**src/rtl/memory_layer_ctrl.sv**
```systemverilog
// ---------------------------------------------------------------------------
// memory_layer_ctrl
//
// Sequencing FSM for the GAM memory-layer datapath. One `start` runs one
// learning step: class-size check, nearest-two scan over the class nodes,
// threshold test, and then either a new-node insert or a winner update
// followed by connection creation.
//
// Ports:
//   clk, rst_n              clock, synchronous active-low reset
//   start                   request a learning step (sampled only in IDLE)
//   comparator_c            datapath compare result A (mux5) vs B (mux6)
//   busy                    high from LOAD through FIN
//   done, learning_done     coincident one-cycle pulses in FIN
//   ld_upcounter, en_upcounter, en_node_counter, en_connection, en_2min
//                           datapath counter / register enables
//   X_c, C_c, W_c, T_c, M_c memory field selects
//   RD_WR_c                 memory direction (RD unless writing)
//   mux1_sel..mux6_sel, demux_sel  datapath selects
//   ins_count, upd_count    (only with MEMORY_LAYER_CTRL_STATS_EN) saturating
//                           counts of inserts and updates
//
// Build option: define MEMORY_LAYER_CTRL_STATS_EN to add the statistics
// counters and their output ports.
// ---------------------------------------------------------------------------
package GAM_package;
    typedef enum logic [1:0] {LT = 2'd0, EQ = 2'd1, GT = 2'd2} comparator_T;
    typedef enum logic {RD = 1'b0, WR = 1'b1} RD_WR_T;
endpackage

module memory_layer_ctrl
    import GAM_package::*;
(
    input  logic        clk,
    input  logic        rst_n,
    input  logic        start,
    input  comparator_T comparator_c,
    output logic        busy,
    output logic        done,
`ifdef MEMORY_LAYER_CTRL_STATS_EN
    output logic [15:0] ins_count,
    output logic [15:0] upd_count,
`endif
    output logic        ld_upcounter,
    output logic        en_upcounter,
    output logic        en_node_counter,
    output logic        en_connection,
    output logic        en_2min,
    output logic        learning_done,
    output logic        X_c,
    output logic        C_c,
    output logic        W_c,
    output logic        T_c,
    output logic        M_c,
    output RD_WR_T      RD_WR_c,
    output logic [1:0]  mux1_sel,
    output logic [1:0]  mux2_sel,
    output logic [1:0]  mux3_sel,
    output logic [1:0]  mux4_sel,
    output logic [1:0]  mux5_sel,
    output logic [1:0]  mux6_sel,
    output logic [1:0]  demux_sel
);

    typedef enum logic [3:0] {
        IDLE, LOAD, CHK, SRD, SED, SCMP, R1, TCMP, R2, W1, W2, CONN, INS, FIN
    } state_t;

    state_t state, state_nxt;

    // State register
    always_ff @(posedge clk) begin
        // NOTE: sequential state uses non-blocking assignments so every flop
        // samples pre-edge values regardless of process ordering.
        if (!rst_n) state <= IDLE;
        else        state <= state_nxt;
    end

    // Next-state logic
    always_comb begin
        // NOTE: default first, so no path through the case leaves state_nxt
        // unassigned and no latch is inferred.
        state_nxt = state;
        unique case (state)
            IDLE: if (start) state_nxt = LOAD;
            LOAD: state_nxt = CHK;
            // upcounter (1) >= class count means zero or one node: insert
            CHK:  state_nxt = (comparator_c == LT) ? SRD : INS;
            SRD:  state_nxt = SED;
            SED:  state_nxt = SCMP;
            // upcounter already incremented: keep scanning while <= count
            SCMP: state_nxt = (comparator_c == GT) ? R1 : SRD;
            R1:   state_nxt = TCMP;
            // min1_ED above the winner's threshold means a novel input
            TCMP: state_nxt = (comparator_c == GT) ? INS : R2;
            R2:   state_nxt = W1;
            W1:   state_nxt = W2;
            W2:   state_nxt = CONN;
            CONN: state_nxt = FIN;
            INS:  state_nxt = FIN;
            FIN:  state_nxt = IDLE;
            default: state_nxt = IDLE;
        endcase
    end

    // Output logic. Outputs are forced to their idle values while rst_n is
    // low so that no memory write leaves the block during a reset cycle.
    always_comb begin
        busy            = 1'b0;
        done            = 1'b0;
        learning_done   = 1'b0;
        ld_upcounter    = 1'b0;
        en_upcounter    = 1'b0;
        en_node_counter = 1'b0;
        en_connection   = 1'b0;
        en_2min         = 1'b0;
        X_c             = 1'b0;
        C_c             = 1'b0;
        W_c             = 1'b0;
        T_c             = 1'b0;
        M_c             = 1'b0;
        RD_WR_c         = RD;
        mux1_sel        = 2'd0;
        mux2_sel        = 2'd0;
        mux3_sel        = 2'd0;
        mux4_sel        = 2'd0;
        mux5_sel        = 2'd0;
        mux6_sel        = 2'd0;
        demux_sel       = 2'd0;
        if (rst_n) begin
            busy = (state != IDLE);
            unique case (state)
                LOAD: ld_upcounter = 1'b1;
                CHK, SCMP: begin
                    mux5_sel = 2'd1;
                    mux6_sel = 2'd1;
                end
                SRD: begin
                    mux1_sel = 2'd1;
                    X_c      = 1'b1;
                end
                SED: begin
                    en_2min      = 1'b1;
                    en_upcounter = 1'b1;
                end
                R1: begin
                    mux1_sel  = 2'd2;
                    W_c       = 1'b1;
                    T_c       = 1'b1;
                    M_c       = 1'b1;
                    demux_sel = 2'd1;
                end
                TCMP: begin
                    mux5_sel = 2'd2;
                    mux6_sel = 2'd2;
                end
                R2: begin
                    mux1_sel  = 2'd3;
                    W_c       = 1'b1;
                    demux_sel = 2'd2;
                end
                W1: begin
                    mux1_sel = 2'd2;
                    W_c      = 1'b1;
                    T_c      = 1'b1;
                    M_c      = 1'b1;
                    RD_WR_c  = WR;
                    mux2_sel = 2'd1;
                    mux3_sel = 2'd2;
                    mux4_sel = 2'd1;
                end
                W2: begin
                    mux1_sel = 2'd3;
                    W_c      = 1'b1;
                    RD_WR_c  = WR;
                    mux2_sel = 2'd2;
                end
                CONN: en_connection = 1'b1;
                INS: begin
                    X_c             = 1'b1;
                    C_c             = 1'b1;
                    W_c             = 1'b1;
                    T_c             = 1'b1;
                    M_c             = 1'b1;
                    RD_WR_c         = WR;
                    en_node_counter = 1'b1;
                end
                FIN: begin
                    done          = 1'b1;
                    learning_done = 1'b1;
                end
                default: ;
            endcase
        end
    end

`ifdef MEMORY_LAYER_CTRL_STATS_EN
    // Saturating step statistics
    always_ff @(posedge clk) begin
        if (!rst_n) begin
            ins_count <= '0;
            upd_count <= '0;
        end else begin
            if (state == INS && ins_count != 16'hFFFF) ins_count <= ins_count + 16'd1;
            if (state == CONN && upd_count != 16'hFFFF) upd_count <= upd_count + 16'd1;
        end
    end
`endif

endmodule

```
**config.mk**
```make
export PLATFORM = sky130hd
export DESIGN_NAME = memory_layer_ctrl
export DESIGN_NICKNAME = d
export VERILOG_FILES = /design/src/rtl/memory_layer_ctrl.sv
export SDC_FILE = /design/constraint.sdc
export NUM_CORES = 1
export LEC_CHECK = 0
export BUFFER_PORTS_ARGS = -buffer_cell sky130_fd_sc_hd__buf_2
export CAP_MARGIN = 20
export CORE_MARGIN = 2
export CORE_UTILIZATION = 39
export DETAILED_ROUTE_END_ITERATION = 10
export PLACE_DENSITY = 0.86
export RECOVER_POWER = 50
export SLEW_MARGIN = 0
export SYNTH_ARGS = -nofsm -noshare
export SYNTH_HDL_FRONTEND = slang
export SYNTH_SLANG_ARGS = --single-unit
```
**constraint.sdc**
```tcl
create_clock -name clk -period 1.34 [get_ports clk]
set_clock_uncertainty 0.15 [all_clocks]
set_input_delay 0.067 -clock clk [delete_from_list [all_inputs] [get_ports clk]]
set_output_delay 0.067 -clock clk [all_outputs]
set_load 0.005 [all_outputs]
```
After elaboration in Yosys (flattened, before gate mapping)
Index checks and enable logic that the tools add are counted.
- flip-flop bits (word level): 4
- bits of input ports: 5
- output and inout port bits: 28
- word-level logic and storage cells: 63
- equality and inequality tests: 15
- mux-type cells: 36
- reductions and logical operators: 11
- operators with widths (kind ; number):
    $pmux 4 s12 ; 1
    $eq 4x4->1 const B ; 6
    $mux 1 ; 21
    $eq 4x3->1 const B ; 4
    $mux 2 ; 6
    $pmux 2 s2 ; 3
    $reduce_or 2->1 ; 5
    $eq 4x2->1 const B ; 2
    $mux 4 ; 2
    $mux 3 ; 2
    $pmux 2 s3 ; 1
    $reduce_or 3->1 ; 2
    $reduce_or 5->1 ; 1
    $eq 4x1->1 const B ; 1
    $logic_not 4->1 ; 1
    $reduce_bool 4->1 ; 1
    $eq 2x2->1 const B ; 1
    $logic_not 2->1 ; 1
    $ne 2x2->1 const B ; 1

Logic depth before layout (Yosys ltp)
Gate-level depths: netlist (run 1).
- word-level depth: 4
- depth in mapped cells: 6
- depth with buffers taken out: 4

Least setup slack after synthesis (run 1)
Ideal clock, no wire load.
- kind: reg-to-output
- start point: register state[2]
- end point: output en_upcounter
- data arrival time: 1090 ps
- required time: 1123 ps
- slack: 33 ps
- cell stages (with the launch flop): 6
- buffers on the path: 2
- cell sequence: dfxtp_1 > buf_6 > nor2b_1 > nand2_1 > nor3_1 > buf_4
- cells in the longest elaborated chain, start to end: 3
- ends and longest elaborated chain (element ; line ; RTL):
    start, declared ; 69 ; state_t state, state_nxt;
    start signal, assigned ; 76 ; else state <= state_nxt;
    $eq 4x3->1 ; -- ;
    $mux 1 (2 in series) ; -- ;
    end, declared ; 45 ; output logic en_upcounter,
No other way between the ends.

Worst setup path in the final report (run 1)
- start point: register state[2]
- end point: output mux5_sel[0]
- cells in the longest elaborated chain, start to end: 4
- elaborated cells between the ends (all ways): 6
- classes of those cells: 3 x eq/ne; 2 x mux; 1 x reduce/logical
- ends and longest elaborated chain (element ; line ; RTL):
    $eq 4x2->1 / $eq 4x3->1 (equally long branches) ; 132 ; unique case (state)
    $reduce_or 2->1 ; 132 ;
    $pmux 2 s2 (*) ; 132 ;
    $mux 2 (*) ; 130 ; if (rst_n) begin
    end, declared ; 60 ; output logic [1:0] mux5_sel,
Mark *: on every way between the ends. The rest lies on a longest branch, timed or not.

==> results by group, run 1 <==
Placement
  • GPL Wtd Cong: approximately 0.90
  • DPL Wire Length: ~1300 µm
  • Setup WS pre-CTS: -0.07544 ns
  • Dpl cells: approximately 150
  • Placed cell areas: 820.8 µm²
  • # port buffers: 30

Layout
  • Post-route cell area: 1052 µm²
  • Antenna cells: 0
  • Layout cells sized above 1: roughly 66%
  • Nets: approximately 150
  • Biggest regs: state: 4 flops
  • Max reg flops: 4
  • Top reg by flops: state
  • P&R area growth vs syn: 72.34%
  • Non-Filler Instances: between 150 and 200

Power and ir drop
  • Power per cell area: 754.6 nW/µm²
  • Peak VDD IR: 0.5429 mV
  • P_leak: 0.5686 nW

Clock network
  • Clk sinks: 4
  • CTS tree: yes
  • H-tree levels: 1
  • Clock Latency Late Sink: roughly 0.23 ns
  • Cts-stage hold buffer count: 0
  • Clock root cell: clkbuf_4
  • CTS Buf Count: 3
  • Worst-path clk slew: ~0.040 ns
  • Clk buf depth: 2

STA
  • RSZ-0062 raised after global routing: yes
  • Hold slack final: 0.09397 ns
  • Max Freq: roughly 640 MHz
  • Min Tclk post-route: 1.564 ns
  • Worst setup margin: -0.2237 ns
  • Setup TNS: -2.734 ns
  • Final max-slew violation count: 0
  • Endpoints failing setup: 27
  • Hold Fails Final Rpt: 0
  • Period utilisation layout: 116.7%

Floorplanning
  • Core Rows: 14
  • Initial Utilization: 41.01%
  • Chip Height: ~44 µm
  • Die Width: around 44 µm
  • DIE AREA: between 1500 and 2000 µm²
  • Io pins: 33
  • CORE AREA: around 1500 µm²

Global routing
  • Pin count of the biggest net entering global routing: 14
  • Initial antenna violation count: 0
  • Grt ovf: 0
  • Vias in the first global route: about 760
  • Gr usage total: a little under a quarter
  • First-pass GRT wire length: between 3000 and 4000 µm

Routing
  • Avg Vias per Cell: about 5.5
  • DR pass1 iterations: 4
  • DR iter-0 viols: 31
  • Routed wire per std cell: about 14 µm
  • Number of remaining DRC errors: 0
  • Total wire length: approximately 2200 µm
  • Vias: 876
  • ANT nets after route: 0

Worst setup path
  • CP max-delay cell: dfxtp_4
  • Critical setup path kind: flip-flop to output pin
  • R2R cell count: 4
  • Max FO, Critical Path: 7
  • CP Capture Type: output pin
  • Max incr delay on CP: ~0.36 ns
  • CP startpoint kind: flip-flop
  • Worst EP required: about 1.1 ns
  • Crit path DAT: 1.35 ns
  • Crit-path cells: buf_6, nand2b_4, mux2i_1, and3_1, buf_2

Status
  • Violated checks: setup timing
  • Status: complete, but fails checks

Synth
  • Synth cell count leaders: buf_4 (12), nor2_1 (12), nand2_1 (11)
  • Synth Register Bits: 4
  • Register area share after synthesis: 13.11%
  • Synth top area cells: buf_4 (15%), dfxtp_1 (13%), nor2_1 (7.4%)
  • Cell Area, Synth: about 600 µm²
  • Synth async-reset ratio: 0%
  • Area leader, netlist: buf_4
  • Post-synth EDFFs: 0
  • Syn. warnings: 0
  • Avg Cell Area, Syn: between 6 and 7 µm²
  • Yosys top cell area share: between 10% and 20%
  • Synth Flop Type: dfxtp_1
  • Cell count after synthesis: 94
  • Post-synth cell types: 32

Min path
  • Min-Delay Path Depth: 3
  • Hold/Removal Path Class: primary input to flip-flop

Job
  • Max-Cap Viols: 0
[critical path, delay by kind of cell, from the launching register on]
kind	cells	cell delay (ns)
muxes	1	0.15
DFF	1	0.36
buffers and inverters	2	0.26
and+or+nand+nor	2	0.34
[layout make-up]
class / count / area [µm²]
Clock buffer: 3 / 22.52
Fill cell: 110 / 436.7
Inverter: 4 / 20.02
Multi-Input combinational cell: 71 / 483.0
Sequential cell: 4 / 92.59
Tap cell: 16 / 20.02
Timing Repair Buffer: 62 / 414.1
[per-stage QoR]
| step | utilization [%] | power [W] |
|---|---|---|
| after global placement | 55.13 | 0.0005035 |
| after CTS | 65.04 | 0.0007281 |
| final | 70.67 | 0.0007941 |
| after global routing | 70.67 | 0.0008534 |
| after floorplan | - | 0.0003719 |
| after detailed placement | 55.13 | 0.0005097 |
[final timing paths]
path | to | from | slack, ns
worst max-delay path | mux5_sel[0] | state[2] | -0.22
worst min-delay path | state[3] | rst_n | 0.09
worst max register to register | state[2] | state[3] | -0.02
worst min register to register | state[1] | state[0] | 0.54
[cells by family after synthesis]
logic type	count (synthesis)	share of synthesized area, %
XOR/XNOR	1	1.435
multiplexers	1	1.639
flip-flops	4	13.12
AND/OR/NAND/NOR	48	39.14
buffers and inverters	20	22.34
other	1	0.6142
AO/OA/AOI/OAI	19	21.72
[layer usage]
metal	share of wire, %	wire length [µm]	GRT usage, %	vias up
met2	51	1114	39.71	49
met5	0	0	0	-
met3	8.0	174	5.833	7
met1	39	841	28.61	406
met4	1.6	35	7.879	0
li1	-	-	-	414
[what timing repair did]
action | CTS | global route
buffers inserted | 6 | 4
pin swaps | 7 | 5
gates resized for setup | 23 | 15
cloned | 1 | 0
setup endpoints to repair | 27 | 30
[where the power goes]
| part | switching, W | internal, W |
|---|---|---|
| sequential | 0.0000325 | 0.000137 |
| combinational | 0.000238 | 0.000242 |
| clock | 0.0000454 | 0.0000999 |
[cell usage in the layout, fill, tap and decap left out, drive strengths merged]
master	n
buf	62
o221ai	1
clkbuf	3
or3	2
a21oi	7
nor3	7
o22ai	1
mux2i	1
nor4	1
dfxtp	4
nand2	11
a32oi	1
nand3	2
o311a	1
and3	3
a21o	1
a31oi	2
conb	2
nor2	14
o2111a	2
o21ai	3
nor3b	1
nand2b	2
nor2b	3
inv	4
and2	2
xor2	1
(Power assumes the default switching activity.)
==> run 2: changes to the inputs <==
--- a/config.mk
+++ b/config.mk
@@ -10,6 +10,7 @@
 export CORE_MARGIN = 2
 export CORE_UTILIZATION = 39
 export DETAILED_ROUTE_END_ITERATION = 10
+export GPL_TIMING_DRIVEN = 0
 export PLACE_DENSITY = 0.86
 export RECOVER_POWER = 50
 export SLEW_MARGIN = 0
==> results by group, run 2 (synthesis gave the netlist of run 1 again) <==
Status
  • Status: complete, but fails checks (unchanged)
  • Violated checks: setup timing (unchanged)

Worst setup path
  • FF-to-FF Start: state[2] (was state[3])
  • CP Capture Type: output pin (unchanged)
  • Worst EP required: 1.12 ns (about the same)
  • Worst R2R End: state[1] (was state[2])
  • R2R cell count: 5 (was 4)
  • Max FO, Critical Path: 5 (was 7)
  • Crit path DAT: 1.36 ns (was 1.35 ns)
  • Critical path origin: state[1] (was state[2])
  • Critical setup path kind: flip-flop to output pin (unchanged)
  • Slack of the worst reg-to-reg path: -0.04 ns (was -0.02 ns)
  • CP startpoint kind: flip-flop (unchanged)

Clock network
  • Cts-stage hold buffer count: 0 (unchanged)
  • Clock Latency Late Sink: 0.23 ns (about the same)
  • H-tree levels: 1 (unchanged)
  • CTS Buf Count: 3 (unchanged)
  • Worst-path clk slew: 0.04 ns (about the same)
  • Clk buf depth: 2 (unchanged)
  • Clk sinks: 4 (unchanged)
  • CTS tree: yes (unchanged)
  • Clock root cell: clkbuf_4 (unchanged)

Layout
  • Non-Filler Instances: 154 (was 160)
  • Max reg flops: 4 (unchanged)
  • Nets: 145 (was 151)
  • Most common cell after layout, fill and taps aside: buf_2 (unchanged)
  • Layout cells sized above 1: 63.77% (was 65.97%)
  • # fillers: 114 (was 110)
  • Biggest regs: state: 4 flops (unchanged)
  • Antenna cells: 0 (unchanged)
  • P&R area growth vs syn: 72.13% (was 72.34%)
  • Top reg by flops: state (unchanged)
  • Most frequent cells in the layout: buf_2 (30), buf_4 (16), buf_6 (7), a21oi_1 (7) (was buf_2 (31), buf_4 (24), nand2_1 (8), nor2_1 (8), buf_6 (7))

Global routing
  • Vias in the first global route: 775 (was 762)
  • Grt ovf: 0 (unchanged)
  • Pin count of the biggest net entering global routing: 11 (was 14)
  • Initial antenna violation count: 0 (unchanged)
  • Gr usage total: 20.66% (was 23.40%)
  • First-pass GRT wire length: 3105 µm (was 3381 µm)

Min path
  • Hold/Removal Path Class: primary input to flip-flop (unchanged)
  • HP Start: rst_n (unchanged)
  • Min-Delay Path Depth: 3 (unchanged)
  • WHS Endpoint: state[3] (unchanged)

STA
  • Endpoints failing setup: 30 (was 27)
  • Max Freq: 633.2 MHz (was 639.5 MHz)
  • Worst setup margin: -0.2394 ns (was -0.2237 ns)
  • Min Tclk post-route: 1.579 ns (was 1.564 ns)
  • Period utilisation layout: 117.9% (was 116.7%)
  • Hold Fails Final Rpt: 0 (unchanged)
  • Final max-slew violation count: 0 (unchanged)
  • RSZ-0062 raised after global routing: yes (unchanged)

Floorplanning
  • DIE AREA: 1898 µm² (unchanged)
  • Core Rows: 14 (unchanged)
  • Initial Utilization: 41.01% (unchanged)
  • Io pins: 33 (unchanged)
  • Die Width: 43.57 µm (unchanged)
  • Chip Height: 43.57 µm (unchanged)
  • CORE AREA: 1489 µm² (unchanged)

Placement
  • # port buffers: 30 (unchanged)
  • GPL Wtd Cong: 0.9347 (was 0.8986)
  • Dpl cells: 141 (was 146)
  • DPL Wire Length: 1282 µm (was 1307 µm)
  • Setup WS pre-CTS: -0.1177 ns (was -0.07544 ns)

Routing
  • Number of remaining DRC errors: 0 (unchanged)
  • Avg Vias per Cell: 5.474 (was 5.475)
  • Total wire length: 2036 µm (was 2166 µm)
  • Vias: 843 (was 876)
  • DR iter-0 viols: 25 (was 31)
  • Routed wire per std cell: 13.22 µm (was 13.54 µm)
  • ANT nets after route: 0 (unchanged)
  • DR pass1 iterations: 4 (unchanged)

Power and ir drop
  • Peak VDD IR: 0.5941 mV (was 0.5429 mV)
  • P_leak: 0.5480 nW (was 0.5686 nW)
  • Power per cell area: 702.7 nW/µm² (was 754.6 nW/µm²)

Job
  • Max-Cap Viols: 0 (unchanged)
## run 2: report_power, final
part	internal, W	switching (W)	leakage (nW)	total [W]
sequential	0.000137	0.0000220	0.0350	0.000159
clock	0.000100	0.0000484	0.0138	0.000149
combinational	0.000191	0.000239	0.499	0.000431
## run 2: worst max-delay path: stages, from the launching register on
cell and delay [ns]:
dfxtp_2 0.32, buf_6 0.14, xor2_2 0.16, a32oi_1 0.20, nor2b_1 0.08, buf_4 0.13, buf_6 0.10
## run 2: how the worst max path moves through the flow
stage,cells past startpoint,slack (ns),endpoint
after floorplan,5,0.03,en_upcounter
after global placement,6,-0.07,mux4_sel[0]
after detailed placement,6,-0.12,en_upcounter
after CTS,7,-0.22,mux6_sel[0]
after global routing,6,-0.31,T_c
final,6,-0.24,T_c
## run 2: what timing repair did
item,in CTS,in global routing
cloned,1,1
pin swaps,5,6
setup buffers,6,2
resized for setup,18,27
setup endpoints to repair,29,30
## run 2: per-stage QoR
step                      setup TNS, ns  hold WS [ns]  instance area (µm²)  total power [W]  util (%)
final                            -3.453       0.02461                 1051        0.0007385     70.59
after detailed placement        -0.5117        0.2625                784.5        0.0004509     52.69
after global routing             -5.456       0.01942                 1051        0.0007907     70.59
after global placement          -0.2133        0.2580                784.5        0.0004434     52.69
after floorplan                       0       0.08513                614.3        0.0003719         -
after CTS                        -3.486      0.008826                927.1        0.0006538     62.27
## run 2: final cells by class
type | instances | area [µm²] | area share (%)
repair buffers | 40 | 236.5 | 22.50
multi-input cells | 71 | 520.5 | 49.52
inverters | 4 | 15.01 | 1.429
clock buffers | 3 | 22.52 | 2.143
plain buffers | 16 | 146.4 | 13.93
flip-flops and latches | 4 | 90.09 | 8.571
well taps | 16 | 20.02 | 1.905
## run 2: per-layer routing
metal	share of wire (%)	GRT usage (%)
met3	7.8	4.583
met5	0	0
met4	1.7	9.091
met2	50	35.59
met1	40	24.24
==> run 3: changes to the inputs <==
--- a/config.mk
+++ b/config.mk
@@ -13,6 +13,7 @@
 export GPL_TIMING_DRIVEN = 0
 export PLACE_DENSITY = 0.86
 export RECOVER_POWER = 50
+export SETUP_SLACK_MARGIN = 0.4
 export SLEW_MARGIN = 0
 export SYNTH_ARGS = -nofsm -noshare
 export SYNTH_HDL_FRONTEND = slang
==> results by group, run 3 (synthesis gave the netlist of run 1 again) <==
Clock network
  • Clk sinks: 4 (unchanged)
  • H-tree levels: 1 (unchanged)
  • Clock Latency Late Sink: 0.25 ns (was 0.23 ns)
  • Clock root cell: clkbuf_4 (unchanged)
  • CTS tree: yes (unchanged)
  • CTS Buf Count: 3 (unchanged)
  • Worst-path clk slew: 0.05 ns (was 0.04 ns)
  • Clk buf depth: 2 (unchanged)

Worst setup path
  • Worst EP required: 1.12 ns (about the same)
  • Slack of the worst reg-to-reg path: -0.11 ns (was -0.04 ns)
  • CP startpoint kind: flip-flop (unchanged)
  • CP Capture Type: output pin (unchanged)
  • Max FO, Critical Path: 5 (unchanged)
  • R2R cell count: 6 (was 5)
  • Worst R2R End: state[1] (unchanged)
  • Crit path DAT: 1.42 ns (was 1.36 ns)
  • Critical setup path kind: flip-flop to output pin (unchanged)
  • FF-to-FF Start: state[3] (was state[2])

Floorplanning
  • Core Rows: 14 (unchanged)
  • CORE AREA: 1489 µm² (unchanged)
  • DIE AREA: 1898 µm² (unchanged)
  • Chip Height: 43.57 µm (unchanged)
  • Die Width: 43.57 µm (unchanged)
  • Io pins: 33 (unchanged)
  • Initial Utilization: 41.01% (unchanged)

Power and ir drop
  • Power per cell area: 762.1 nW/µm² (was 702.7 nW/µm²)
  • Combinational share of power: 63.1% (was 58.3%)
  • Peak VDD IR: 0.9190 mV (was 0.5941 mV)
  • Sw frac: 43.98% (was 41.94%)
  • Pint: 0.0005176 W (was 0.0004288 W)
  • Clock power share: 19.3% (was 20.1%)
  • Total Power: 0.0009239 W (was 0.0007385 W)
  • Sequential power share: 17.6% (was 21.6%)
  • P_leak: 0.6294 nW (was 0.5480 nW)
  • Switch Pwr: 0.0004063 W (was 0.0003097 W)

Layout
  • Top reg by flops: state (unchanged)
  • P&R area growth vs syn: 98.56% (was 72.13%)
  • Most common cell after layout, fill and taps aside: buf_2 (unchanged)
  • Biggest regs: state: 4 flops (unchanged)
  • # fillers: 85 (was 114)
  • Most frequent cells in the layout: buf_2 (28), buf_4 (22), buf_6 (11) (was buf_2 (30), buf_4 (16), buf_6 (7), a21oi_1 (7))
  • Antenna cells: 0 (unchanged)
  • Nets: 154 (was 145)
  • Final core utilization: 81.43% (was 70.59%)
  • Layout cells sized above 1: 71.62% (was 63.77%)
  • Max reg flops: 4 (unchanged)

Routing
  • DR iter-0 viols: 29 (was 25)
  • ANT nets after route: 0 (unchanged)
  • Number of remaining DRC errors: 0 (unchanged)
  • DR pass1 iterations: 4 (unchanged)
  • Total wire length: 2765 µm (was 2036 µm)
  • Vias: 959 (was 843)
  • Avg Vias per Cell: 5.848 (was 5.474)
  • Routed wire per std cell: 16.86 µm (was 13.22 µm)

Global routing
  • Vias in the first global route: 839 (was 775)
  • Initial antenna violation count: 0 (unchanged)
  • Grt ovf: 0 (unchanged)
  • Gr usage total: 27.85% (was 20.66%)
  • First-pass GRT wire length: 3919 µm (was 3105 µm)
  • Pin count of the biggest net entering global routing: 11 (unchanged)

STA
  • Min Tclk post-route: 1.642 ns (was 1.579 ns)
  • Worst setup margin: -0.3016 ns (was -0.2394 ns)
  • RSZ-0062 raised after global routing: yes (unchanged)
  • Endpoints failing setup: 30 (unchanged)
  • Setup TNS: -4.770 ns (was -3.453 ns)
  • Hold Fails Final Rpt: 0 (unchanged)
  • Final max-slew violation count: 0 (unchanged)
  • Hold slack final: 0.06049 ns (was 0.02461 ns)
  • Max Freq: 609.2 MHz (was 633.2 MHz)
  • Period utilisation layout: 122.5% (was 117.9%)

Placement
  • GPL Wtd Cong: 0.8774 (was 0.9347)
  • # port buffers: 30 (unchanged)
  • Setup WS pre-CTS: -0.02729 ns (was -0.1177 ns)
  • DPL Wire Length: 1290 µm (was 1282 µm)

Min path
  • WHS Endpoint: state[2] (was state[3])
  • HP Start: rst_n (unchanged)
  • Hold/Removal Path Class: primary input to flip-flop (unchanged)
  • Min-Delay Path Depth: 3 (unchanged)

Status
  • Violated checks: setup timing (unchanged)
  • Status: complete, but fails checks (unchanged)

Job
  • Max-Cap Viols: 0 (unchanged)
## run 3: cell count changes in the layout (fill, tap and decap cells not counted), moves of 2 or more
| cell | previous run | this run |
|---|---|---|
| nand3_1 | 2 | 0 |
| buf_6 | 7 | 11 |
| a21oi_1 | 7 | 4 |
| inv_2 | 3 | 1 |
| o21ai_1 | 2 | 0 |
| o21ai_2 | 0 | 2 |
| a21oi_2 | 0 | 2 |
| buf_2 | 30 | 28 |
| buf_4 | 16 | 22 |
| nand2_1 | 6 | 4 |
| nor3_1 | 3 | 1 |
## run 3: repair_timing
item,4_1_cts,5_1_grt
setup buffers,14,3
gates resized for setup,27,16
hold buffers,0,0
cloned,2,0
pin swaps,6,7
endpoints found under the setup margin,30,30
## run 3: layout make-up
cell class,instances,area (µm²),share of cell area (%)
plain buffers,16,150.1,12.38
clock buffers,4,26.28,2.167
inverters,4,17.52,1.445
multi-input cells,71,580.6,47.88
flip-flops and latches,4,90.09,7.430
well taps,16,20.02,1.651
repair buffers,49,327.8,27.04
## run 3: power by group through the flow
stage | logic [W] | clock network [W] | registers, W
4_1_cts | 0.000487 | 0.000178 | 0.000158
5_1_grt | 0.000610 | 0.000196 | 0.000164
3_3_place_gp | 0.000332 | 0 | 0.000157
3_5_place_dp | 0.000342 | 0 | 0.000158
6_report | 0.000583 | 0.000178 | 0.000162
2_1_floorplan | 0.000264 | 0 | 0.000154
## run 3: metrics by stage
step	std cells	area (µm²)
after floorplan	95	694.4
after global placement	141	864.6
after detailed placement	141	864.6
final	164	1212
after global routing	164	1212
after CTS	161	1121
## run 3: critical path, stage by stage, from the launching register on
cell     delay, ns
dfxtp_4       0.35
buf_6         0.12
buf_4         0.14
nor3_2        0.10
a21oi_1       0.07
nor3b_1       0.22
buf_2         0.16
## run 3: metal layers
layer | up-vias | part of all wire [%] | GRT usage [%]
met5 | - | 0 | 0
met4 | 0 | 6.8 | 15.76
met3 | 23 | 8.9 | 5.417
met2 | 77 | 49 | 50.29
met1 | 438 | 36 | 29.70
li1 | 421 | - | -
## run 3: worst max path at each step
stage | endpoint | start | slack [ns]
floorplan | T_c | state[3] | 0.11
global placement | en_upcounter | state[2] | 0.002
detailed placement | state[1] | state[2] | -0.03
CTS | T_c | state[3] | -0.24
global route | T_c | state[3] | -0.35
finish | mux1_sel[0] | state[3] | -0.30
